`src/rtl/rx_pkg.sv`:
```
// Shared types and defaults for the serial receive path.
//   rx_state_t         receive control FSM states
//   SYNC_BYTE_DEFAULT  expected first assembled byte (LSB-first SYNC)
//   MAX_BYTES_DEFAULT  data bytes allowed per packet after SYNC
package rx_pkg;

  typedef enum logic [2:0] {
    IDLE,
    RCV_SYNC,
    CHK_SYNC,
    RCV_BYTE,
    STORE,
    ERR_DRAIN,
    EOP_WAIT
  } rx_state_t;

  localparam logic [7:0] SYNC_BYTE_DEFAULT = 8'h80;
  localparam int         MAX_BYTES_DEFAULT = 64;

endpackage

```
`src/rtl/rx_rcu_if.sv`:
```
// Signal bundle between the receive control unit and its neighbours
// (edge detector, bit/byte timer, RX FIFO, status).
//   slave  : the RCU's view (line/timer strobes in, control/status out)
//   master : the environment's view
interface rx_rcu_if;
  logic       d_edge;         // one-cycle pulse on any line transition
  logic       eop;            // line in SE0
  logic       shift_enable;   // bit-sample strobe from timer
  logic       byte_received;  // 8 bits shifted in
  logic [7:0] rcv_data;       // shift register, valid cycle after byte_received
  logic       rcving;         // reception in progress (timer enable)
  logic       w_enable;       // FIFO write strobe
  logic       r_error;        // sticky receive error
  logic [6:0] byte_count;     // data bytes written this packet

  modport slave (
    input  d_edge, eop, shift_enable, byte_received, rcv_data,
    output rcving, w_enable, r_error, byte_count
  );

  modport master (
    output d_edge, eop, shift_enable, byte_received, rcv_data,
    input  rcving, w_enable, r_error, byte_count
  );
endinterface

```
`src/rtl/rx_rcu.sv`:
```
// Receive control unit: validates SYNC, strobes one FIFO write per data
// byte, detects EOP and flags framing errors (bad sync, early EOP,
// partial byte at EOP, overlong packet).
// Ports:
//   clk, n_rst : clock, asynchronous active-low reset
//   bus        : rx_rcu_if.slave (timer/edge/eop in; rcving, w_enable,
//                r_error, byte_count out)
// Outputs are Moore, decoded from the registered state.
module rx_rcu
  import rx_pkg::*;
#(
  parameter logic [7:0] SYNC_BYTE = SYNC_BYTE_DEFAULT,
  parameter int         MAX_BYTES = MAX_BYTES_DEFAULT
) (
  input  logic     clk,
  input  logic     n_rst,
  rx_rcu_if.slave  bus
);

  rx_state_t  state_q, state_d;
  logic [2:0] bit_cnt_q, bit_cnt_d;
  logic [6:0] byte_count_q, byte_count_d;
  logic       r_error_q, r_error_d;

  logic       eop_bit;
  logic [6:0] byte_count_inc;

  // EOP is only acted on at a bit-sample point so a glitchy SE0 between
  // samples does not end the packet.
  assign eop_bit        = bus.eop & bus.shift_enable;
  assign byte_count_inc = (byte_count_q == 7'h7f) ? 7'h7f : byte_count_q + 7'd1;

  always_comb begin
    state_d      = state_q;
    r_error_d    = r_error_q;
    byte_count_d = byte_count_q;
    bit_cnt_d    = bit_cnt_q;

    if (bus.byte_received)     bit_cnt_d = 3'd0;
    else if (bus.shift_enable) bit_cnt_d = bit_cnt_q + 3'd1;

    case (state_q)
      IDLE: begin
        if (bus.d_edge) begin
          state_d      = RCV_SYNC;
          r_error_d    = 1'b0;
          byte_count_d = 7'd0;
          bit_cnt_d    = 3'd0;
        end
      end
      RCV_SYNC: begin
        if (eop_bit) begin
          state_d   = EOP_WAIT;
          r_error_d = 1'b1;
        end else if (bus.byte_received) begin
          state_d = CHK_SYNC;
        end
      end
      CHK_SYNC: begin
        if (bus.rcv_data == SYNC_BYTE) begin
          state_d = RCV_BYTE;
        end else begin
          state_d   = ERR_DRAIN;
          r_error_d = 1'b1;
        end
      end
      RCV_BYTE: begin
        // EOP wins over a coincident byte_received: the packet is over.
        if (eop_bit) begin
          state_d = EOP_WAIT;
          if (bit_cnt_q != 3'd0) r_error_d = 1'b1;
        end else if (bus.byte_received) begin
          state_d = STORE;
        end
      end
      STORE: begin
        byte_count_d = byte_count_inc;
        // The overflowing byte is still written; only later bytes are dropped.
        if (int'(byte_count_inc) > MAX_BYTES) begin
          state_d   = ERR_DRAIN;
          r_error_d = 1'b1;
        end else begin
          state_d = RCV_BYTE;
        end
      end
      ERR_DRAIN: begin
        if (eop_bit) state_d = EOP_WAIT;
      end
      EOP_WAIT: begin
        if (bus.d_edge) state_d = IDLE;
      end
      default: state_d = IDLE;
    endcase
  end

  always_ff @(posedge clk or negedge n_rst) begin
    if (!n_rst) begin
      state_q      <= IDLE;
      bit_cnt_q    <= 3'd0;
      byte_count_q <= 7'd0;
      r_error_q    <= 1'b0;
    end else begin
      state_q      <= state_d;
      bit_cnt_q    <= bit_cnt_d;
      byte_count_q <= byte_count_d;
      r_error_q    <= r_error_d;
    end
  end

  assign bus.rcving     = (state_q == RCV_SYNC) || (state_q == CHK_SYNC) ||
                          (state_q == RCV_BYTE) || (state_q == STORE) ||
                          (state_q == ERR_DRAIN);
  assign bus.w_enable   = (state_q == STORE);
  assign bus.r_error    = r_error_q;
  assign bus.byte_count = byte_count_q;

endmodule

```
`src/flat_wrapper.sv`:
```
// flat-port wrapper written by rule: the top's interface ports become plain ports
module rx_rcu_flat import rx_pkg::*;
#(
  parameter logic [7:0] SYNC_BYTE = SYNC_BYTE_DEFAULT,
  parameter int         MAX_BYTES = MAX_BYTES_DEFAULT
)
  (clk, n_rst, bus_d_edge, bus_eop, bus_shift_enable, bus_byte_received, bus_rcv_data, bus_rcving, bus_w_enable, bus_r_error, bus_byte_count);
  rx_rcu_if bus_i ();
  input  logic clk;
  input  logic n_rst;
  input wire logic [$bits(bus_i.d_edge)-1:0] bus_d_edge;
  input wire logic [$bits(bus_i.eop)-1:0] bus_eop;
  input wire logic [$bits(bus_i.shift_enable)-1:0] bus_shift_enable;
  input wire logic [$bits(bus_i.byte_received)-1:0] bus_byte_received;
  input wire logic [$bits(bus_i.rcv_data)-1:0] bus_rcv_data;
  output wire logic [$bits(bus_i.rcving)-1:0] bus_rcving;
  output wire logic [$bits(bus_i.w_enable)-1:0] bus_w_enable;
  output wire logic [$bits(bus_i.r_error)-1:0] bus_r_error;
  output wire logic [$bits(bus_i.byte_count)-1:0] bus_byte_count;
  assign bus_i.d_edge = bus_d_edge;
  assign bus_i.eop = bus_eop;
  assign bus_i.shift_enable = bus_shift_enable;
  assign bus_i.byte_received = bus_byte_received;
  assign bus_i.rcv_data = bus_rcv_data;
  assign bus_rcving = bus_i.rcving;
  assign bus_w_enable = bus_i.w_enable;
  assign bus_r_error = bus_i.r_error;
  assign bus_byte_count = bus_i.byte_count;
  rx_rcu #(.SYNC_BYTE(SYNC_BYTE), .MAX_BYTES(MAX_BYTES)) u_core (.clk(clk), .n_rst(n_rst), .bus(bus_i));
endmodule
```
`config.mk`:
```
export PLATFORM = sky130hd
export DESIGN_NAME = rx_rcu_flat
export DESIGN_NICKNAME = d
export VERILOG_FILES = /design/src/rtl/rx_pkg.sv /design/src/rtl/rx_rcu_if.sv /design/src/rtl/rx_rcu.sv /design/src/flat_wrapper.sv
export SDC_FILE = /design/constraint.sdc
export NUM_CORES = 1
export LEC_CHECK = 0
export ABC_AREA = 1
export CAP_MARGIN = 5
export CORE_MARGIN = 2
export CORE_UTILIZATION = 35
export CTS_CLUSTER_SIZE = 25
export DETAILED_ROUTE_END_ITERATION = 10
export HOLD_SLACK_MARGIN = 0.05
export PLACE_DENSITY_LB_ADDON = 0.12
export SYNTH_ARGS = -nofsm -noshare
export SYNTH_HDL_FRONTEND = slang
export SYNTH_SLANG_ARGS = --single-unit
```
`constraint.sdc`:
```
create_clock -name clk -period 1.4 [get_ports clk]
set_clock_uncertainty 0.05 [all_clocks]
set_input_delay 0.14 -clock clk [delete_from_list [all_inputs] [get_ports clk]]
set_output_delay 0.14 -clock clk [all_outputs]
set_load 0.01 [all_outputs]
```
### Word-level counts from Yosys, hierarchy flattened

Cells that the tools add are included.

* latch bits: 0
* memories: 0
* RAM bits: 0
* logic and storage cells: 61
* flip-flop bits (word level): 14
* ROM bits: 0
* output and inout port bits: 10

* divide/modulo/power cells: 0
* add/subtract/negate cells: 2
* reduce and logical (&&, ||, !) cells: 11
* muxes and demuxes: 24
* shifts and indexed selects: 0
* equality and inequality tests: 18
* multipliers: 0
* magnitude comparators: 1
* bitwise gates (word level): 1

Operators with widths (number)
* $mux W3: 13
* $pmux W3 S7: 1
* $mux W7: 2
* $pmux W7 S2: 1
* $ne A2 B1 Y1 const B: 5
* $eq A3 B3 Y1 const B: 3
* $eq A8 B8 Y1 const B: 1
* $add A7 B1 Y7 const B: 1
* $eq A7 B7 Y1 const B: 1
* $gt A7 B7 Y1 const B: 1
* $reduce_and A7 Y1: 1
* $eq A3 B2 Y1 const B: 2
* $mux W1: 6
* $ne A2 B2 Y1 const B: 3
* $ne A3 B2 Y1 const B: 2
* $pmux W1 S5: 1
* $reduce_and A5 Y1: 1
* $reduce_bool A5 Y1: 1
* $logic_or A1 B1 Y1: 4
* $add A3 B1 Y3 const B: 1
* $eq A3 B1 Y1 const B: 1
* $logic_not A3 Y1: 1
* $reduce_bool A3 Y1: 1
* $reduce_and A2 Y1: 1
* other kinds (2): 2

### Logic depth before layout (Yosys ltp)

* word-level depth: 5
* mapped depth: 12

### Worst setup path before layout

Ideal clock, no wire load.

* path type: flip-flop to flip-flop
* start: register u_core.byte_count_q[1], in the netlist u_core.bus.byte_count[1]
* end: register u_core.state_q[2]
* slack: -144 ps
* buffers on the path: 0
* library setup time: 125 ps
* arrival: 1368 ps
* cell stages (with the launch flop): 11
* data required time: 1225 ps
* period minus slack after synthesis: 1544 ps
* path through: dfrtp_1 ha_1 nand3_2 nand2_1 nand2_1 nor2_2 nand2_1 o21ai_0 nand2_1 nand2_1 nand3_1

* word-level cells in the longest chain between the ends: 5
* elaborated cells on any way between the ends: 6
* those cells by class: 1 x add/sub; 1 x order compare; 1 x eq/ne; 3 x mux

Ends and longest elaborated chain
* start, declared: RTL line rx_rcu.sv:22 `logic [6:0] byte_count_q, byte_count_d;`
* start signal, assigned: RTL line rx_rcu.sv:105 `byte_count_q <= byte_count_d;`
* $add A7 B1 Y7 or $eq A7 B7 Y1 (tied branches): RTL line rx_rcu.sv:31 `assign byte_count_inc = (byte_count_q == 7'h7f) ? 7'h7f : byte_count_q + 7'd1;`
* $mux W7 (*): RTL line rx_rcu.sv:31
* $gt A7 B7 Y1 (*): RTL line rx_rcu.sv:79 `if (int'(byte_count_inc) > MAX_BYTES) begin`
* $mux W3 (*): RTL line rx_rcu.sv:79
* $pmux W3 S7 (*): RTL line rx_rcu.sv:42 `case (state_q)`
* end signal, assigned: RTL line rx_rcu.sv:103 `state_q <= state_d;`
* end, declared: RTL line rx_rcu.sv:20 `rx_state_t state_q, state_d;`

Mark *: on every way between the ends. The rest lies on a longest branch, timed or not.
A chain may end at the register's enable or synchronous reset.

### Worst setup path after layout

* start: register u_core.state_q[1]
* end: register u_core.state_q[2]

* word-level cells in the longest chain between the ends: 3
* elaborated cells on any way between the ends: 14
* those cells by class: 11 x eq/ne; 1 x mux; 2 x reduce/logical

Ends and longest elaborated chain (RTL line)
* $eq A3 B1 Y1 (tied with other cells): rx_rcu.sv:42
* $ne A3 B2 Y1 (no source line) (tied with other cells)
* $reduce_and A5 Y1 (no source line)

Parallel ways exist; a longest one is shown, timed or not.

==> run summary <==
Status: finished, violations left
Failing checks: setup timing
Post-synth EDFFs: 0
DR pass1 iterations: 4
PortBufs: 23
Slowest stage cell, crit path: dfrtp_1
Critical Path Sink Type: register
Worst Hold Class: in2async
Vias per inst: 4.86
Leakage dissipation: 0.772 nW
Drt drc: 0
Placed cells: 224
Shortest period the worst path allows: 1500 ps
Sink Count: 14
Critical path type: reg2reg
Global-route wire length before repair: 4610 µm
Layout area overhead: 57.1%
P_int: 1.50 mW
Pwr dens: 1650 nW/µm²
Final Hold Vio Count: 0
Pin count of the biggest net entering global routing: 15
Mapped Area: 1000 µm²
Max-cap violations: 0
FFs w/ async S/R, synth: 100%
Diodes inserted: 0
Seq pwr share: 24.8%
Worst Path Max Fanout: 5
Syn Area/Cell: 6.80 µm²
H-tree levels: 1
VDD IR max: 1240 µV
Max clock buf depth: 2
Slew headroom: 83.0%
RSZ-0062 raised after global routing: yes
FF+latch count, synth: 14
Die Span Y: 57.4 µm
Critical path, cell by cell: buf_6, nor2_4, buf_6, nand2_2, nand2_2, nand2_2, o21ai_2, nor2_2, nand2_1, nand3_1
Final setup fails: 6
Mapped Nets: 164
Post-synth cell types: 22
Critical Path RT: 1520 ps
Setup ws final: -97.7 ps
Initial Utilization: 36.6%
Final nets: 218
Clock power share: 11.4%
Die width: 57.4 µm
Routability cong.: 0.915
DIE AREA: 3300 µm²
Gr usage total: 17.7%
Detailed-route wire length per cell: 11.4 µm
Setup Slack @ Placement: -145 ps
Critical path arrival: 1610 ps
Fmax: 0.668 GHz
Part of the cycle the worst path needs: 107%
Remaining global-route overflow: 0
Sequential share of the synthesized area: 35.0%
Vias in the first global route: 1,123
Hold slack: 107 ps
Worst slew pin tran: 252 ps
Clk_lat worst skew: 280 ps
Sw Ratio: 42.3%
Root buffer cell: clkbuf_4
Crit start category: register
Io pins: 24
Mapped Cells: 147
ANT nets after route: 0
Final cell count without fillers: 231
Layout cell share with drive strength beyond 1: 32.0%
# fillers: 254
Post-synth top flop: dfrtp_1
Initial antenna violation count: 0
Max incr delay on CP: 450 ps
Routed WL: 2640 µm
# rows: 19
Core area: 2730 µm²
Clk pin slew, worst setup/hold paths: 90 ps
CP most frequent cell: nand2_2
Synthesis warning total: 0
Logic pwr share: 63.8%
CTS buffer count: 3
Final Slew Violations: 0
DRT iter0 DRCs: 50
Post-DP HPWL: 2040 µm
Via Count: 1,123
CTS tree: yes
Psw: 1.10 mW
per-layer routing:
metal	part of all wire [%]	up-vias	global-route usage, %
met2	51	30	30.5
met4	2.0	0	6.31
met3	4.4	6	4.76
met5	0	-	0
met1	43	508	21.1
li1	-	579	-
worst max-delay path, delay by kind of cell, from the launching register on:
| family | cells | cell delay [ps] |
|---|---|---|
| and+or+nand+nor | 7 | 460 |
| DFF | 1 | 450 |
| buffers and inverters | 2 | 270 |
| AOI/OAI and AO/OA | 1 | 150 |
power by group through the flow:
stage / Combinational [mW] / Clock, mW / Sequential (mW)
2_1_floorplan: 0.747 / 0 / 0.658
3_3_place_gp: 1.49 / 0 / 0.618
3_5_place_dp: 1.51 / 0 / 0.617
4_1_cts: 1.62 / 0.310 / 0.636
5_1_grt: 1.85 / 0.323 / 0.654
6_report: 1.65 / 0.294 / 0.643
registers in the layout, summed over array words and instances (netlist names):
signal	flops
u_core.state_q	3
u_core.bus.byte_count	7
u_core.bus.r_error	1
u_core.bit_cnt_q	3
stage by stage:
stage	TNS, ps	area [µm²]	total power, mW	util [%]
finish	-380	1570	2.59	57.4
global route	-1370	1570	2.82	57.4
CTS	-376	1550	2.56	56.6
detailed placement	-683	1450	2.12	53.0
global placement	-654	1450	2.11	53.0
floorplan	-287	1010	1.41	-
Yosys cell counts, types with 3 or more instances:
master / n / area (µm²)
a21oi_1: 6 / 30.0
dfrtp_1: 14 / 350
ha_1: 3 / 37.5
inv_1: 17 / 63.8
nand2_1: 42 / 158
nand3_1: 11 / 55.1
nor2_1: 20 / 75.1
nor2_4: 4 / 45.0
o21ai_0: 12 / 60.1
area by class of cell:
type | instances | area (µm²) | share of cell area, %
clock buffers | 4 | 36.3 | 2.31
inverters | 19 | 71.3 | 4.54
multi-input cells | 114 | 637 | 40.6
flip-flops and latches | 14 | 355 | 22.6
well taps | 31 | 38.8 | 2.47
repair buffers | 49 | 432 | 27.5
final timing paths:
kind | depth (start not counted) | from | end | slack [ps]
max | 10 | u_core.state_q[1] | u_core.state_q[2] | -100
min | 2 | n_rst | u_core.state_q[1] | 110
max reg2reg | 10 | u_core.state_q[1] | u_core.state_q[2] | -100
min reg2reg | 2 | u_core.bus.r_error | u_core.bus.r_error | 440
max in group asynchronous | 2 | n_rst | u_core.state_q[0] | 990
min in group clk | 2 | u_core.bus.r_error | u_core.bus.r_error | 440
cell families after synthesis:
group | Yosys count | synth area share (%)
flops | 14 | 35.0
simple gates | 85 | 38.8
buf+inv | 19 | 7.13
xor+xnor | 2 | 1.75
compound gates | 24 | 13.5
fa+ha+maj | 3 | 3.76
repair_timing:
action | in CTS | in global routing
pin swaps | 2 | 2
endpoints found under the setup margin | 13 | 16
buffers inserted | 2 | 1
resized for setup | 34 | 4
hold buffers | 0 | 0
placed cells by master (no fill, tap or decap), drive strengths merged:
master / netlist / routed
nand2: 44 / 44
buf: 0 / 28
nor2: 26 / 26
inv: 19 / 19
clkdlybuf4s50: 0 / 15
o21ai: 14 / 14
dfrtp: 14 / 14
nand3: 12 / 12
a21oi: 6 / 6
dlygate4sd2: 0 / 6
clkbuf: 0 / 4
ha: 3 / 3
nand4: 2 / 2
o22ai: 2 / 2
o21bai: 2 / 2
xnor2: 1 / 1
xor2: 1 / 1
nand3b: 1 / 1
Note: power is estimated with default switching activity, not from simulation.
